$ cat src/rtl/alu_exec_unit.sv
// Multi-cycle ALU: add/sub/and/or in one cycle, shift-add MUL, restoring DIV.
// Ports: clk, reset, start, ALUop, operand_a/b in; result, zero, busy, done out.
module alu_exec_unit (
  input  logic        clk,
  input  logic        reset,
  input  logic        start,
  input  logic [2:0]  ALUop,
  input  logic [31:0] operand_a,
  input  logic [31:0] operand_b,
  output logic [31:0] result,
  output logic        zero,
  output logic        busy,
  output logic        done
);

  typedef enum logic [1:0] {
    S_IDLE,
    S_MUL,
    S_DIV,
    S_DIVFIX
  } state_t;

  localparam logic [2:0] OP_ADD = 3'b001;
  localparam logic [2:0] OP_SUB = 3'b010;
  localparam logic [2:0] OP_MUL = 3'b011;
  localparam logic [2:0] OP_DIV = 3'b100;
  localparam logic [2:0] OP_AND = 3'b101;
  localparam logic [2:0] OP_OR  = 3'b110;

  state_t      state_q;
  logic        go_q;
  logic [2:0]  op_q;
  logic [31:0] a_q;
  logic [31:0] b_q;
  logic [31:0] x_q;
  logic [31:0] y_q;
  logic [31:0] acc_q;
  logic        neg_q;
  logic [5:0]  cnt_q;
  logic [31:0] result_q;
  logic        busy_q;
  logic        done_q;

  logic        div_zero;
  logic        div_ovf;
  logic        long_op;
  logic        accept;
  logic [31:0] a_abs;
  logic [31:0] b_abs;
  logic [31:0] mul_acc_d;
  logic [32:0] rem_sh;
  logic [32:0] rem_sub;
  logic        rem_ge;
  logic [31:0] quot_d;
  logic [31:0] rem_d;

  assign div_zero = (b_q == 32'h0);
  assign div_ovf  = (a_q == 32'h8000_0000)
                 && (b_q == 32'hFFFF_FFFF);

  // A captured MUL/DIV leaves IDLE on the next edge, so a start in that
  // cycle would be stranded; refuse it.
  assign long_op = go_q && (state_q == S_IDLE)
                && ((op_q == OP_MUL)
                 || ((op_q == OP_DIV) && !div_zero && !div_ovf));
  assign accept  = start && (state_q == S_IDLE) && !long_op;

  assign a_abs = a_q[31] ? (32'h0 - a_q) : a_q;
  assign b_abs = b_q[31] ? (32'h0 - b_q) : b_q;

  // x_q: multiplicand / divisor, y_q: multiplier / dividend->quotient,
  // acc_q: product accumulator / partial remainder.
  assign mul_acc_d = acc_q + (y_q[0] ? x_q : 32'h0);

  assign rem_sh  = {acc_q, y_q[31]};
  assign rem_sub = rem_sh - {1'b0, x_q};
  assign rem_ge  = ~rem_sub[32];
  assign quot_d  = {y_q[30:0], rem_ge};
  assign rem_d   = rem_ge ? rem_sub[31:0] : rem_sh[31:0];

  always_ff @(posedge clk or posedge reset) begin
    if (reset) begin
      state_q  <= S_IDLE;
      go_q     <= 1'b0;
      op_q     <= 3'b000;
      a_q      <= 32'h0;
      b_q      <= 32'h0;
      x_q      <= 32'h0;
      y_q      <= 32'h0;
      acc_q    <= 32'h0;
      neg_q    <= 1'b0;
      cnt_q    <= 6'd0;
      result_q <= 32'h0;
      busy_q   <= 1'b0;
      done_q   <= 1'b0;
    end else begin
      done_q <= 1'b0;
      go_q   <= accept;
      if (accept) begin
        op_q <= ALUop;
        a_q  <= operand_a;
        b_q  <= operand_b;
      end
      unique case (state_q)
        S_IDLE: begin
          if (go_q) begin
            case (op_q)
              OP_ADD: begin
                result_q <= a_q + b_q;
                done_q   <= 1'b1;
              end
              OP_SUB: begin
                result_q <= a_q - b_q;
                done_q   <= 1'b1;
              end
              OP_AND: begin
                result_q <= a_q & b_q;
                done_q   <= 1'b1;
              end
              OP_OR: begin
                result_q <= a_q | b_q;
                done_q   <= 1'b1;
              end
              OP_MUL: begin
                x_q     <= a_q;
                y_q     <= b_q;
                acc_q   <= 32'h0;
                cnt_q   <= 6'd0;
                busy_q  <= 1'b1;
                state_q <= S_MUL;
              end
              OP_DIV: begin
                if (div_zero) begin
                  result_q <= 32'hFFFF_FFFF;
                  done_q   <= 1'b1;
                end else if (div_ovf) begin
                  result_q <= 32'h8000_0000;
                  done_q   <= 1'b1;
                end else begin
                  x_q     <= b_abs;
                  y_q     <= a_abs;
                  acc_q   <= 32'h0;
                  neg_q   <= a_q[31] ^ b_q[31];
                  cnt_q   <= 6'd0;
                  busy_q  <= 1'b1;
                  state_q <= S_DIV;
                end
              end
              default: begin
                result_q <= 32'h0;
                done_q   <= 1'b1;
              end
            endcase
          end
        end
        S_MUL: begin
          acc_q <= mul_acc_d;
          x_q   <= x_q << 1;
          y_q   <= y_q >> 1;
          cnt_q <= cnt_q + 6'd1;
          if (cnt_q == 6'd31) begin
            result_q <= mul_acc_d;
            done_q   <= 1'b1;
            busy_q   <= 1'b0;
            cnt_q    <= 6'd0;
            state_q  <= S_IDLE;
          end
        end
        S_DIV: begin
          acc_q <= rem_d;
          y_q   <= quot_d;
          cnt_q <= cnt_q + 6'd1;
          if (cnt_q == 6'd31) begin
            cnt_q   <= 6'd0;
            state_q <= S_DIVFIX;
          end
        end
        S_DIVFIX: begin
          result_q <= neg_q ? (32'h0 - y_q) : y_q;
          done_q   <= 1'b1;
          busy_q   <= 1'b0;
          state_q  <= S_IDLE;
        end
      endcase
    end
  end

  assign result = result_q;
  assign zero   = (result_q == 32'h0);
  assign busy   = busy_q;
  assign done   = done_q;

endmodule
$ cat config.mk
export PLATFORM = sky130hd
export DESIGN_NAME = alu_exec_unit
export DESIGN_NICKNAME = d
export VERILOG_FILES = /design/src/rtl/alu_exec_unit.sv
export SDC_FILE = /design/constraint.sdc
export NUM_CORES = 1
export LEC_CHECK = 0
export ABC_CLOCK_PERIOD_IN_PS = 5700
export BUFFER_PORTS_ARGS = -buffer_cell sky130_fd_sc_hd__clkbuf_2
export CORE_ASPECT_RATIO = 0.8
export CORE_MARGIN = 2
export CORE_UTILIZATION = 50
export CTS_CLUSTER_DIAMETER = 60
export DETAILED_ROUTE_END_ITERATION = 10
export PLACE_DENSITY = 0.74
export RECOVER_POWER = 25
export SLEW_MARGIN = 10
export SYNTH_ARGS = -nofsm -noshare
export SYNTH_HDL_FRONTEND = slang
export SYNTH_SLANG_ARGS = --single-unit
$ cat constraint.sdc
create_clock -name clk -period 5.7 [get_ports clk]
set_input_delay 0 -clock clk [delete_from_list [all_inputs] [get_ports clk]]
set_output_delay 0 -clock clk [all_outputs]
set_load 0.02 [all_outputs]
==> results of run 1 <==
## state kept, by name, indices dropped and copies added (netlist names)
signal and flops:
a_q 32, acc_q 32, b_q 32, busy 1, cnt_q 6, done 1
go_q 1, neg_q 1, op_q 3, result 32, state_q 2, x_q 32
y_q 32
## area by class of cell
cell class                 count  area [um2]
sequential                   207        5180
tap                          495         619
fill                        3490       16600
inverter                      79         297
clock buffer                  35         713
multi-input combinational   1941       13000
timing repair buffer         227        1650
clock inverter                 9         104
## synthesized netlist by cell type (25+ instances only)
cell        n  area [um2]
nand2_1   243         912
nor2_1    243         912
dfrtp_1   207        5180
a21oi_1   203        1020
o21ai_0   156         781
clkbuf_1  153         574
xor2_1    113         990
ha_1      108        1350
xnor2_1    78         683
inv_1      77         289
o31ai_1    61         458
a211oi_1   59         443
a221oi_1   59         517
a21o_1     42         315
mux2_2     40         450
a31oi_1    38         238
nand3_1    35         175
nor3_1     33         165
nand4_1    26         163
nor4_1     26         163
buf_2      25         125
## stage by stage
step,instance area (um2),utilization [%]
after CTS,21600,56.6
after detailed placement,20000,52.4
after global routing,21600,56.5
final,21600,56.5
after floorplan,19300,-
after global placement,20000,52.4
## worst max-delay path, stage by stage, from the launching register on
cell	delay [ns]
dfrtp_1	0.47
inv_1	0.16
ha_1	0.25
or3b_2	0.54
or3_1	0.38
nor2_1	0.30
nand3_1	0.33
o31ai_1	0.35
xor2_1	0.11
ha_1	0.25
a21oi_1	0.20
nand2_1	0.08
or4_1	0.40
o21ai_0	0.25
buf_4	0.19
o211ai_1	0.18
xor2_1	0.20
a221oi_1	0.30
a21oi_1	0.11
## kinds of logic (layout without fill, tap and decap cells)
family,count (synthesis),count (layout),synth area share (%)
AO/OA/AOI/OAI,816,816,28.1
XOR/XNOR,192,192,8.77
adder cells (fa/ha/maj),112,112,7.36
buffers and inverters,281,350,6.06
flip-flops,207,207,26.8
multiplexers,84,84,5.15
AND/OR/NAND/NOR,737,737,17.8
## cells in the final DEF (no fill, tap or decap), types with 20 or more instances in the layout
cell / synthesis / routed
xor2_1: 113 / 113
nor3_1: 33 / 32
buf_4: 5 / 43
ha_1: 108 / 106
nor4_1: 26 / 26
nand2_1: 243 / 242
nor2_1: 243 / 242
nand4_1: 26 / 26
o31ai_1: 61 / 60
a21o_1: 42 / 42
inv_1: 77 / 77
dfrtp_1: 207 / 207
clkbuf_16: 0 / 25
a221oi_1: 59 / 59
mux2_2: 40 / 40
nand3_1: 35 / 35
mux2_4: 20 / 20
o21ai_0: 156 / 156
a211oi_1: 59 / 59
and3_1: 23 / 23
mux2i_1: 21 / 21
a31oi_1: 38 / 38
a21oi_1: 203 / 203
xnor2_1: 78 / 78
clkbuf_2: 0 / 97
dlygate4sd3_1: 0 / 79
## metal layers
layer,global-route usage (%),share of wire [%],vias up
li1,-,-,9037
met1,46.3,43,9424
met2,49.1,43,1042
met3,6.95,10,164
met4,12.7,4.0,0
met5,0,0,-
## worst max-delay path by stage
stage	cells after the start	end	from
after floorplan	1	a_q[0]	reset
after global placement	18	result[26]	b_q[0]
after detailed placement	18	result[26]	b_q[0]
after CTS	18	result[26]	b_q[0]
after global routing	19	result[26]	b_q[0]
final	18	result[26]	b_q[0]
==> impl_metrics.tcl, run 1 <==
set metrics [dict create \
    worstMarginPinSlew_ns 4.28 \
    cts_buffers 25 \
    r2r-start "b_q[0]" \
    die_h_um 180 \
    ctsHtreeMaxLevel 1 \
    synthDistinctLibCells 89 \
    grt_antenna_before_repair 1 \
    timing.critical_path.required_ns 6.14 \
    path_category_of_the_worst_min_delay_check "primary input to flop" \
    count_of_hold_buffers_inserted_by_post_cts_repair 79 \
    num-nets-final 2662 \
    n_antenna_cell 0 \
    vias_after_detailed_routing 19700 \
    drt-wirelength-per-cell_um 22.5 \
    reg2regPathDepth 18 \
    status "finished with violations" \
    setup_ws_ns 0.546 \
    synth_enable_flop_cells 0 \
    sequential_to_total_area_share_from_yosys_stat_pct 26.8 \
    critPathMaxFanout 8 \
    detail_route.vias_per_cell 6.57 \
    fin_cells 2993 \
    global_route_wire_length_before_repair_um 106000 \
    clock-root-buffer "clkbuf_16" \
    slew_headroom_pct -186 \
    place.port_buffers 104 \
    io_pins 105 \
    tritoncts_num_sinks 207 \
    category_of_the_worst_setup_path_launch_point "flop" \
    clock_tree_from_tritoncts "built" \
    synthCells 2429 \
    failed_checks "max-capacitance violations, max-slew violations" \
    post-place-ws_ns 0.728 \
    avgSynthCellArea_um2 7.96 \
    destination_of_the_worst_hold_path "b_q[3]" \
    hold_path_startpoint "operand_b[3]" \
    drv_slew 108 \
    detail_route.iter0.violations 2914 \
    setup_viol 0 \
    drv.max_cap_violation_count 1 \
    grt_total_ovfl 0 \
    cts.reportedPaths.clkPinSlew_ns 0.06 \
    min_period_ns 5.15 \
    layout_worst_path_cycle_share_pct 90.4 \
    area.growth.synth_to_final_pct 11.7 \
    initial_core_util_pct 50.6 \
    synth-main-ff-cell "dfrtp_1" \
    synthArstFlopShare_pct 100 \
    worst-r2r-setup-slack_ns 0.55 \
    synthesis.nets 2610 \
    cts-resized-gates 0 \
    hold_path_depth 3 \
    regToRegEndpoint "result[26]" \
    timing.setup.critical_path_class "flop to flop" \
    grt_max_degree 108 \
    ys_warn_count 0 \
    hold_slack_ns 0.195 \
    first_global_vias 18500 \
    final_hold_viol_count 0 \
    cp.arrival_ns 5.59 \
    finalSetupTns_ns 0 \
    endpoint_kind "flop" \
    postCtsSetupBuffers 0 \
    placement_rows 64 \
    area_of_the_core_um2 38200 \
    remaining_drc_errors 0 \
    worst_skew_pair.late_latency_ns 0.56 \
    postSynthRegisterBits 207 \
    timing.clock.skew_ns 0.0134 \
    grt_usage_pct 32.8 \
    die_extent_in_x_um 224 \
    first_pass_iters 9 \
    fraction_of_layout_cells_with_a_size_suffix_above_1_pct 10.9 \
    die_area_um2 40200 \
    clock_path_buffers 3 \
    rsz_0062_raised_after_global_routing "false" \
    post_route_wl_um 67400 \
    final_weighted_congestion_in_routability_driven_placement 0.948 \
    drt.antenna.violating_nets 0 \
    dp_hpwl_um 49100 \
    fmaxAchievable_mhz 194 \
    post_syn_area_um2 19300 \
    post-place-cells 2870 \
]
Power of run 1 is not shown: default switching activity piles up to over one toggle a cycle in this logic, so the estimate is an artifact.
==> run 2: changes to the inputs <==
--- a/config.mk
+++ b/config.mk
@@ -7,12 +7,14 @@
 export LEC_CHECK = 0
 export ABC_CLOCK_PERIOD_IN_PS = 5700
 export BUFFER_PORTS_ARGS = -buffer_cell sky130_fd_sc_hd__clkbuf_2
+export CELL_PAD_IN_SITES_DETAIL_PLACEMENT = 0
+export CELL_PAD_IN_SITES_GLOBAL_PLACEMENT = 2
 export CORE_ASPECT_RATIO = 0.8
 export CORE_MARGIN = 2
-export CORE_UTILIZATION = 50
+export CORE_UTILIZATION = 34
 export CTS_CLUSTER_DIAMETER = 60
 export DETAILED_ROUTE_END_ITERATION = 10
-export PLACE_DENSITY = 0.74
+export PLACE_DENSITY = 0.81
 export RECOVER_POWER = 25
 export SLEW_MARGIN = 10
 export SYNTH_ARGS = -nofsm -noshare
==> run 2 against run 1 <==
Compared with the run above: the run still ends with max-capacitance violations, max-slew violations left; largest cell class unchanged; maximum frequency shrank 2.3%; hold slack lost 0.012 ns; register-to-register slack lost 0.12 ns; die area grew 46%; via count shrank 1.3%; utilization shrank 17 points; final cell count grew 9.8%; global-route usage shrank 8.2 points; sequential share of layout area shrank 0.66 points; clock skew grew 0.011 ns; sequential cell count is the same; critical path depth grew 1.
==> impl_metrics.tcl, run 2 (synthesis gave the netlist of run 1 again) <==
set metrics [dict create \
    status "finished with violations" \
    path_category_of_the_worst_min_delay_check "primary input to flop" \
    rsz_0062_raised_after_global_routing "false" \
    post-place-ws_ns 0.473 \
    timing.critical_path.required_ns 6.13 \
    first_pass_iters 7 \
    layout_worst_path_cycle_share_pct 92.5 \
    clock_tree_from_tritoncts "built" \
    remaining_drc_errors 0 \
    fmaxAchievable_mhz 190 \
    endpoint_kind "flop" \
    category_of_the_worst_setup_path_launch_point "flop" \
    timing.clock.skew_ns 0.0240 \
    num-nets-final 2684 \
    initial_core_util_pct 34.3 \
    area.growth.synth_to_final_pct 14.9 \
    drv_slew 210 \
    drt-wirelength-per-cell_um 22.5 \
    slew_headroom_pct -140 \
    reg2regPathDepth 19 \
    grt_total_ovfl 0 \
    worstMarginPinSlew_ns 3.58 \
    tritoncts_num_sinks 207 \
    layout.filler_cells 5947 \
    cts_buffers 27 \
    die_extent_in_x_um 271 \
    cp.arrival_ns 5.71 \
    dp_hpwl_um 55900 \
    ctsHtreeMaxLevel 1 \
    place.port_buffers 104 \
    clock-root-buffer "clkbuf_16" \
    layout_commonest_cell "nand2_1" \
    worst_skew_pair.late_latency_ns 0.58 \
    timing.setup.critical_path_class "flop to flop" \
    grt_usage_pct 24.6 \
    vias_after_detailed_routing 19400 \
    cts.reportedPaths.clkPinSlew_ns 0.06 \
    die_area_um2 58800 \
    final_hold_viol_count 0 \
    global_route_wire_length_before_repair_um 113000 \
    finalSetupTns_ns 0 \
    critPathMaxFanout 8 \
    grt_antenna_before_repair 1 \
    postCtsSetupBuffers 0 \
    grt_max_degree 135 \
    hold_path_depth 4 \
    fraction_of_layout_cells_with_a_size_suffix_above_1_pct 10.8 \
    clock_path_buffers 3 \
    io_pins 105 \
    failed_checks "max-capacitance violations, max-slew violations" \
    placement_rows 78 \
    min_period_ns 5.28 \
    area_of_the_core_um2 56400 \
    die_h_um 217 \
    detail_route.iter0.violations 2079 \
    detail_route.vias_per_cell 5.90 \
    final_weighted_congestion_in_routability_driven_placement 0.909 \
    drv.max_cap_violation_count 2 \
    drt.antenna.violating_nets 0 \
    most-common-layout-cells "nand2_1 (242), nor2_1 (241), dfrtp_1 (207)" \
    post_route_wl_um 73900 \
    setup_ws_ns 0.425 \
    hold_slack_ns 0.183 \
    setup_viol 0 \
    first_global_vias 18300 \
]
==> run 2: changes by cell type in the layout (fill, tap and decap cells not counted), moves of 3 or more <==
cell / delta
clkbuf_2: -26
clkbuf_1: +25
dlygate4sd3_1: +3
bufinv_16: +3
buf_4: +14
diode_2: +3
inv_6: +3
clkinv_2: +4
==> run 2: repair_timing <==
item | 4_1_cts | 5_1_grt
hold buffers | 82 | 0
hold endpoints to repair | 141 | 0
resized for setup | 0 | 1
endpoints found under the setup margin | 0 | 1
==> run 2: area by class of cell <==
class | count | area, um2 | share of cell area (%)
antenna | 3 | 7.51 | 0.0338
clock buffer | 34 | 732 | 3.30
clock inverter | 16 | 204 | 0.918
inverter | 79 | 298 | 1.34
multi-input combinational | 1941 | 13000 | 58.7
sequential | 207 | 5180 | 23.3
tap | 760 | 951 | 4.28
timing repair buffer | 247 | 1800 | 8.08
==> run 2: final timing paths <==
kind                       slack [ns]      from          to
max                              0.42    b_q[0]  result[26]
min                              0.18  ALUop[2]     op_q[2]
max reg2reg                      0.42    b_q[0]  result[26]
min reg2reg                      0.52  cnt_q[1]    cnt_q[1]
max in group asynchronous        1.33     reset     x_q[26]
min in group asynchronous        0.99     reset      a_q[4]
==> run 2: worst max-delay path, cell delays in order (launching register included) <==
cell       delay, ns
dfrtp_1         0.47
inv_1           0.14
ha_1            0.23
or3b_2          0.54
or3_1           0.37
nor2_1          0.36
nor2_1          0.12
xnor2_1         0.15
ha_1            0.34
nand2_1         0.09
nor2_1          0.12
o311ai_0        0.28
a2111oi_1       0.58
buf_4           0.22
o21ai_0         0.08
buf_4           0.16
o211ai_1        0.33
xor2_1          0.11
a221oi_1        0.32
a21oi_1         0.11
==> run 2: layer usage <==
metal	vias to the layer above	part of all wire [%]	global-route usage, %
met5	-	0	0
met4	0	2.7	6.34
li1	9093	-	-
met1	9536	48	36.6
met2	681	43	37.3
met3	97	6.9	3.28
==> run 2: through the flow <==
stage / util [%] / cell area [um2] / std cells
floorplan: - / 19300 / 2429
global placement: 36.3 / 20500 / 3152
detailed placement: 36.3 / 20500 / 3152
CTS: 39.5 / 22300 / 3284
global route: 39.4 / 22200 / 3284
finish: 39.4 / 22200 / 3287
Power of run 2 is left out for the same reason.
